`config.mk`:
```
export PLATFORM = sky130hd
export DESIGN_NAME = instr_fetch_unit_flat
export DESIGN_NICKNAME = d
export VERILOG_FILES = /design/src/rtl/instr_fetch_unit_if.sv /design/src/rtl/instr_fetch_unit.sv /design/src/flat_wrapper.sv
export SDC_FILE = /design/constraint.sdc
export NUM_CORES = 1
export LEC_CHECK = 0
export ABC_AREA = 0
export BUFFER_PORTS_ARGS = -buffer_cell sky130_fd_sc_hd__buf_4
export CAP_MARGIN = 30
export CORE_MARGIN = 2
export CORE_UTILIZATION = 50
export DETAILED_ROUTE_END_ITERATION = 8
export HOLD_SLACK_MARGIN = 0.15
export PLACE_DENSITY = 0.81
export SLEW_MARGIN = 40
export SYNTH_ARGS = -nofsm -noshare
export SYNTH_HDL_FRONTEND = slang
export SYNTH_SLANG_ARGS = --single-unit
```
`constraint.sdc`:
```
create_clock -name clk -period 2.5 [get_ports clk]
set_input_delay 0 -clock clk [delete_from_list [all_inputs] [get_ports clk]]
set_output_delay 0 -clock clk [all_outputs]
set_load 0.05 [all_outputs]
```
`src/rtl/instr_fetch_unit_if.sv`:
```
// Instruction-memory bus between the fetch stage (master) and an async-read imem (slave).
interface instr_fetch_unit_if #(
  parameter int ADDR_W = 32
);
  logic [ADDR_W-1:0] imem_addr;
  logic [31:0]       imem_rdata;

  modport master (output imem_addr, input imem_rdata);
  modport slave  (input imem_addr, output imem_rdata);
endinterface

```
`src/rtl/instr_fetch_unit.sv`:
```
// IF stage: owns the PC, captures imem words into IF/ID and squashes the
// wrong-path fetch behind a jr/j redirect resolved in ID.
module instr_fetch_unit #(
  parameter int              ADDR_W   = 32,
  parameter logic [ADDR_W-1:0] RESET_PC = '0
) (
  input  logic              clk,
  input  logic              rst,
  input  logic              stall,
  input  logic              jr,
  input  logic [ADDR_W-1:0] jr_target,
  input  logic              j,
  instr_fetch_unit_if.master imem,
  output logic [31:0]       ins,
  output logic [ADDR_W-1:0] ins_pc4,
  output logic              ins_valid,
  output logic              misalign,
  output logic              fsm_state
);

  // Handshake: no valid/ready; ins is meaningful only while ins_valid=1, and
  // stall freezes every register except misalign, which clears.
  typedef enum logic {SQUASH = 1'b0, RUN = 1'b1} state_e;

  state_e            state_q, state_d;
  logic [ADDR_W-1:0] pc_q, pc_d;
  logic [31:0]       ins_q, ins_d;
  logic [ADDR_W-1:0] ins_pc4_q, ins_pc4_d;
  logic              misalign_q, misalign_d;

  logic [ADDR_W-1:0] pc4;
  logic [ADDR_W-1:0] jr_tgt;
  logic [ADDR_W-1:0] j_tgt;
  logic              redirect;

  assign pc4    = pc_q + ADDR_W'(4);
  assign jr_tgt = {jr_target[ADDR_W-1:2], 2'b00};

  // Narrow PCs have no region bits above the 28-bit j span; the index is truncated.
  if (ADDR_W > 28) begin : g_j_wide
    assign j_tgt = {ins_pc4_q[ADDR_W-1:28], ins_q[25:0], 2'b00};
  end else begin : g_j_narrow
    assign j_tgt = ADDR_W'({ins_q[25:0], 2'b00});
  end

  // A bubble in ID cannot hold a real jump, so requests are dropped in SQUASH.
  assign redirect = (state_q == RUN) && (jr || j);

  always_comb begin
    state_d    = state_q;
    pc_d       = pc_q;
    ins_d      = ins_q;
    ins_pc4_d  = ins_pc4_q;
    misalign_d = 1'b0;
    if (!stall) begin
      if (redirect) begin
        pc_d       = jr ? jr_tgt : j_tgt;
        ins_d      = '0;
        ins_pc4_d  = '0;
        state_d    = SQUASH;
        misalign_d = jr && (jr_target[1:0] != 2'b00);
      end else begin
        pc_d      = pc4;
        ins_d     = imem.imem_rdata;
        ins_pc4_d = pc4;
        state_d   = RUN;
      end
    end
  end

  always_ff @(posedge clk) begin
    if (rst) begin
      state_q    <= SQUASH;
      pc_q       <= RESET_PC;
      ins_q      <= '0;
      ins_pc4_q  <= '0;
      misalign_q <= 1'b0;
    end else begin
      state_q    <= state_d;
      pc_q       <= pc_d;
      ins_q      <= ins_d;
      ins_pc4_q  <= ins_pc4_d;
      misalign_q <= misalign_d;
    end
  end

  assign imem.imem_addr = pc_q;
  assign ins            = ins_q;
  assign ins_pc4        = ins_pc4_q;
  assign ins_valid      = (state_q == RUN);
  assign misalign       = misalign_q;
  assign fsm_state      = state_q;

endmodule

```
`src/flat_wrapper.sv`:
```
// flat-port wrapper written by rule: the top's interface ports become plain ports
module instr_fetch_unit_flat 
#(
  parameter int              ADDR_W   = 32,
  parameter logic [ADDR_W-1:0] RESET_PC = '0
)
  (clk, rst, stall, jr, jr_target, j, ins, ins_pc4, ins_valid, misalign, fsm_state, imem_imem_addr, imem_imem_rdata);
  instr_fetch_unit_if #(.ADDR_W(ADDR_W)) imem_i ();
  input  logic clk;
  input  logic rst;
  input  logic stall;
  input  logic jr;
  input  logic [ADDR_W-1:0] jr_target;
  input  logic j;
  output logic [31:0] ins;
  output logic [ADDR_W-1:0] ins_pc4;
  output logic ins_valid;
  output logic misalign;
  output logic fsm_state;
  output wire logic [$bits(imem_i.imem_addr)-1:0] imem_imem_addr;
  input wire logic [$bits(imem_i.imem_rdata)-1:0] imem_imem_rdata;
  assign imem_imem_addr = imem_i.imem_addr;
  assign imem_i.imem_rdata = imem_imem_rdata;
  instr_fetch_unit #(.ADDR_W(ADDR_W), .RESET_PC(RESET_PC)) u_core (.clk(clk), .rst(rst), .stall(stall), .jr(jr), .jr_target(jr_target), .j(j), .imem(imem_i), .ins(ins), .ins_pc4(ins_pc4), .ins_valid(ins_valid), .misalign(misalign), .fsm_state(fsm_state));
endmodule
```
==> run metrics, run 1 <==
Final nets 797; Max-slew headroom 55.7%; fmax 452 MHz; boundary pin count 168; global-route wire length before repair 24,400 um; Tcrit/Tclk final 88.6%; Die W 99.9 um; Post-CTS Resized 0; Yosys top cell by area dfxtp_1; port bufs 165; die area 9970 sq um; Tightest Pin Transition 0.662 ns; via count 4,924; TritonCTS Buffers 9; final hold slack 0.162 ns; hold path start jr_target[9]; 1st-pass router iterations 6; core area 8810 sq um; vias in the first global route 4,743; fraction of layout cells with a size suffix above 1 28.1%; synth warn 0; Avg Inst Size Synth 8.62 sq um; minimum clock period 2.21 ns; fraction of registers with async set or reset after synthesis 0%; Reg-to-Reg End u_core.ins_pc4[28]; Routed Wire Length 15,500 um; max-slew violation count 0; Max Cap Viol 0; Vias per Instance 5.86; synth unique cells 45; crit-path max cell delay 0.46 ns; Post-synth EDFFs 0; Critical Path Source Type flip-flop; CTS tree done; pin count of the biggest net entering global routing 44; Max VDD drop 340 uV; WP data required 2.77 ns; flop2flop setup slack 0.29 ns; Synth top area share 41.4%; RSZ-0062 raised after global routing false; HP Class in2reg; WL/cell 18.5 um; Diodes inserted 0; CTS Sinks 95; die height 99.9 um; clock buffer depth 2; Post-synth top flop dfxtp_1; Final Skew 0.0156 ns; Iter 0 DRT Violations 478; final setup TNS 0 ns; Post-Syn Instances 533; Clock Latency Late Sink 0.37 ns; crit-path cells ha_1 > nand3_1 > nor4_4 > nand4_1 > xor2_1 > o32ai_1; Critical Path AT 2.49 ns; P&R area growth vs syn 44.1%; R2R Path Start u_core.imem.imem_addr[3]; Buf/Inv on CP 0; postcts setup bufs 0; global route total overflow 0; H-tree levels 3; Hold Path Sink u_core.imem.imem_addr[9]; most numerous cell in the Yosys netlist dfxtp_1; Detail Route Antenna Nets 0; Final Non-Filler Cells 840; crit end category flip-flop; DRC viols 0; Final Setup Violations 0; Commonest cells post-synth dfxtp_1, nor2_1, a21oi_1; Crit-path slowest cell dfxtp_1; PD cells 527 nW/um^2; r2r worst-path depth 6; Placed Instances 771; initial antenna violation count 0; Total GRT Usage 30.6%; Synth Register Bits 95; Post-Syn Area 4590 sq um; Synth area leaders dfxtp_1, a22o_1, mux2i_1; fillers 627; status completed; clock slew at reported path FFs 0.09 ns; starting density of the core 52.2%; Crit Path Max Fanout 6; CP Class reg2reg; Hold Path Depth 5; clock root cell clkbuf_8; FP Rows 34; critical path's top delay family simple AND/OR/NAND/NOR gates; leakage 0.00293 uW; Final HPWL DP 9960 um; Seq/Total Area, Yosys 41.4%; routability cong. 0.892; Final Hold Fails 0
-- logic make-up after synthesis --
| logic type | Yosys count | synth area share [%] |
|---|---|---|
| xor+xnor | 27 | 5.15 |
| mux | 32 | 7.11 |
| flops | 95 | 41.4 |
| other cells | 1 | 0.0816 |
| buf+inv | 59 | 5.34 |
| fa+ha+maj | 1 | 0.272 |
| simple gates | 167 | 18.5 |
| compound gates | 151 | 22.1 |
-- cell usage in the layout (no fill, tap or decap), types with 3 or more instances in the layout --
cell type and instances:
o32ai_1 8, a22o_1 34, mux2i_1 27, nand3_1 16
xor2_1 8, nor2b_1 3, xnor2_1 19, and3_1 11
dlygate4sd3_1 53, dfxtp_1 95, mux2_2 5, o21ai_0 28
buf_4 176, nor4_4 3, nor2_1 46, a2bb2oi_1 3
nand4_1 8, o22a_1 3, inv_1 11, nor3_1 20
a22oi_1 5, and4_1 5, o21bai_1 9, a21oi_1 41
and2_1 4, nand2_1 40, clkbuf_8 10, a31oi_1 6
-- registers in the layout, summed over array words and instances (netlist names) --
name                   flops
u_core.ins                32
u_core.ins_pc4            31
u_core.fsm_state           1
u_core.imem.imem_addr     30
u_core.misalign            1
-- power by group --
group          switching (uW)  internal [uW]
combinational             480            316
clock                     563            491
sequential               65.8           1570
-- per-layer routing --
metal  vias up  track usage (%)  part of all wire [%]
li1       2304                -                     -
met3        20             5.78                   8.9
met5         -                0                     0
met2       269             52.7                    50
met4         0             9.38                   1.6
met1      2331             39.0                    40
-- how the worst max path moves through the flow --
stage                                           end  slack, ns  cells after the start                     start
after floorplan                  u_core.ins_pc4[26]       0.08                      6  u_core.imem.imem_addr[2]
after global placement           u_core.ins_pc4[30]       0.37                      6  u_core.imem.imem_addr[3]
after detailed placement  u_core.imem.imem_addr[18]       0.21                      6  u_core.imem.imem_addr[3]
after CTS                 u_core.imem.imem_addr[18]       0.19                      6  u_core.imem.imem_addr[3]
after global routing             u_core.ins_pc4[28]       0.11                      6  u_core.imem.imem_addr[3]
final                            u_core.ins_pc4[28]       0.29                      6  u_core.imem.imem_addr[3]
-- area by class of cell --
type,count,area (sq um),area share (%)
Clock buffer,11,141,2.14
Clock inverter,5,57.6,0.869
Inverter,11,41.3,0.624
Multi-Input combinational cell,380,2470,37.3
Sequential cell,95,1900,28.7
Tap cell,108,135,2.04
Timing Repair Buffer,230,1870,28.3
-- worst register-to-register path: stages, from the launching register on --
cell     delay, ns
dfxtp_1       0.46
ha_1          0.29
nand3_1       0.29
nor4_4        0.43
nand4_1       0.23
xor2_1        0.19
o32ai_1       0.24
-- through the flow --
step | cell area (sq um) | utilization [%] | power, uW | setup WS (ns)
global route | 6620 | 75.2 | 3590 | 0.112
global placement | 5890 | 66.9 | 2370 | 0.371
detailed placement | 5890 | 66.9 | 2380 | 0.210
floorplan | 4600 | - | 2110 | 0.0811
finish | 6620 | 75.2 | 3490 | 0.286
CTS | 6620 | 75.2 | 3460 | 0.186
-- timing repair --
| action | 4_1_cts | 5_1_grt |
|---|---|---|
| hold buffers | 53 | 0 |
| hold endpoints to repair | 64 | 0 |
| endpoints found under the setup margin | 0 | 3 |
(Power assumes the default switching activity.)
==> inputs of run 2 (changes only) <==
- BUFFER_PORTS_ARGS: -buffer_cell sky130_fd_sc_hd__buf_4 -> -buffer_cell sky130_fd_sc_hd__buf_2
- CELL_PAD_IN_SITES_DETAIL_PLACEMENT: default -> 0
- CELL_PAD_IN_SITES_GLOBAL_PLACEMENT: default -> 1
- CORE_UTILIZATION: 50 -> 36
- PLACE_DENSITY: 0.81 -> 0.8
- clock period: 2.5 -> 2.27 ns (I/O delays scaled with it)
==> run 2 against run 1 <==
First-iteration DRC count fell by 40%; non-clock buffer count rose by 6; sequential power rose by 9.8%; utilization fell by 24 points; via count fell by 4.5%; wire length fell by 7.6%; critical path depth rose by 2; sequential share of layout area rose by 0.83 points; combinational power fell by 0.9%; total power rose by 19%; critical path type unchanged; largest cell class unchanged; largest power group unchanged.
==> run metrics, run 2 (synthesis results as in run 1) <==
Crit Path Max Fanout 8; PD cells 646 nW/um^2; hold path start jr_target[26]; die area 13,700 sq um; Final HPWL DP 10,100 um; HP Class in2reg; internal power 2930 uW; crit-path cells ha_1 > nand3_1 > buf_4 > nor3_1 > buf_4 > and3_1 > xnor2_1 > o21ai_0; clock slew at reported path FFs 0.07 ns; Crit-path slowest cell dfxtp_2; crit end category flip-flop; Net Sw Frac 29.6%; die height 117 um; Routed Wire Length 14,300 um; Die W 117 um; final setup TNS 0 ns; Max Cap Viol 0; Buf/Inv on CP 2; critical path's top delay family simple AND/OR/NAND/NOR gates; DRC viols 0; leakage 0.00294 uW; Final Setup Violations 0; Sequential Power Share 43.2%; Max VDD drop 297 uV; Critical Path Source Type flip-flop; boundary pin count 168; Final Hold Fails 0; CP Class reg2reg; max-slew violation count 0; Max-slew headroom 62.9%; fraction of layout cells with a size suffix above 1 30.1%; pin count of the biggest net entering global routing 42; Clock power frac 37.8%; Critical Path AT 2.23 ns; port bufs 165; TritonCTS Buffers 9; Clock Latency Late Sink 0.35 ns; status completed; WP data required 2.49 ns; Post-DP Area 5670 sq um; global-route wire length before repair 22,400 um; starting density of the core 36.7%; Post-CTS Resized 0; CTS Sinks 95; Total GRT Usage 20.8%; routability cong. 0.922; RSZ-0062 raised after global routing false; Final nets 803; Final Skew 0.00871 ns; Tcrit/Tclk final 88.5%; minimum clock period 2.01 ns; CTS tree done; R2R Path Start u_core.imem.imem_addr[2]; max reg flops 32; final core occ 51.5%; Tightest Pin Transition 0.554 ns; initial antenna violation count 0; switching power 1230 uW; final hold slack 0.152 ns; vias in the first global route 4,489; commonest non-fill, non-tap cells in the layout buf_2, dfxtp_1, nor2_1, dlygate4sd3_1, a21oi_1; Vias per Instance 5.17; cell repeated most along the worst path buf_4; crit-path max cell delay 0.40 ns; Detail Route Antenna Nets 0; 1st-pass router iterations 4; via count 4,702; Non-Filler Cell Area, Final 6440 sq um; Iter 0 DRT Violations 289; global route total overflow 0; Logic pwr share 19.0%; P&R area growth vs syn 40.3%; core area 12,500 sq um; clock root cell clkbuf_16; Diodes inserted 0; clock buffer depth 2; crit path launch u_core.imem.imem_addr[2]; most common cell after layout, fill and taps aside buf_2; fmax 498 MHz; H-tree levels 3; FP Rows 41; WL/cell 15.7 um
## run 2: worst min-delay path, delay by kind of cell
kind | cells | cell delay [ns]
muxes | 1 | 0.08
and+or+nand+nor | 1 | 0.13
AOI/OAI and AO/OA | 2 | 0.17
buffers and inverters | 1 | 0.08
## run 2: power groups by stage
| stage | logic (uW) | clock network (uW) | registers [uW] |
|---|---|---|---|
| final | 789 | 1570 | 1800 |
| after floorplan | 278 | 0 | 2050 |
| after global routing | 849 | 1670 | 1810 |
| after global placement | 725 | 0 | 1830 |
| after detailed placement | 731 | 0 | 1830 |
| after CTS | 791 | 1610 | 1800 |
## run 2: metrics by stage
| stage | total power [uW] | std cells | setup WS, ns |
|---|---|---|---|
| final | 4160 | 910 | 0.261 |
| after global routing | 4320 | 910 | 0.0593 |
| after CTS | 4200 | 908 | 0.148 |
| after detailed placement | 2560 | 847 | 0.182 |
| after global placement | 2550 | 847 | 0.271 |
| after floorplan | 2330 | 534 | 0.0312 |
## run 2: worst paths after layout
path | to | slack (ns) | cells past startpoint
hold / removal | u_core.imem.imem_addr[26] | 0.15 | 5
hold reg to reg | u_core.ins_pc4[19] | 0.45 | 2
setup reg to reg | u_core.ins_pc4[14] | 0.26 | 8
setup / recovery | u_core.ins_pc4[14] | 0.26 | 8
## run 2: final cells by class
class,count,area [sq um]
clock buffers,12,256
inverters,11,41.3
flip-flops and latches,95,1900
well taps,172,215
multi-input cells,380,2480
repair buffers,236,1500
fillers,1213,6070
clock inverters,4,53.8
## run 2: per-layer routing
layer	global-route usage [%]	vias to the layer above	part of all wire, %
li1	-	2326	-
met1	28.4	2197	46
met2	33.9	167	47
met3	3.76	12	6.2
met4	5.73	0	1.0
met5	0	-	0
## run 2: repair_timing
action,4_1_cts,5_1_grt
endpoints found under the hold margin,49,0
buffers inserted,0,2
hold buffers,45,0
endpoints found under the setup margin,0,3
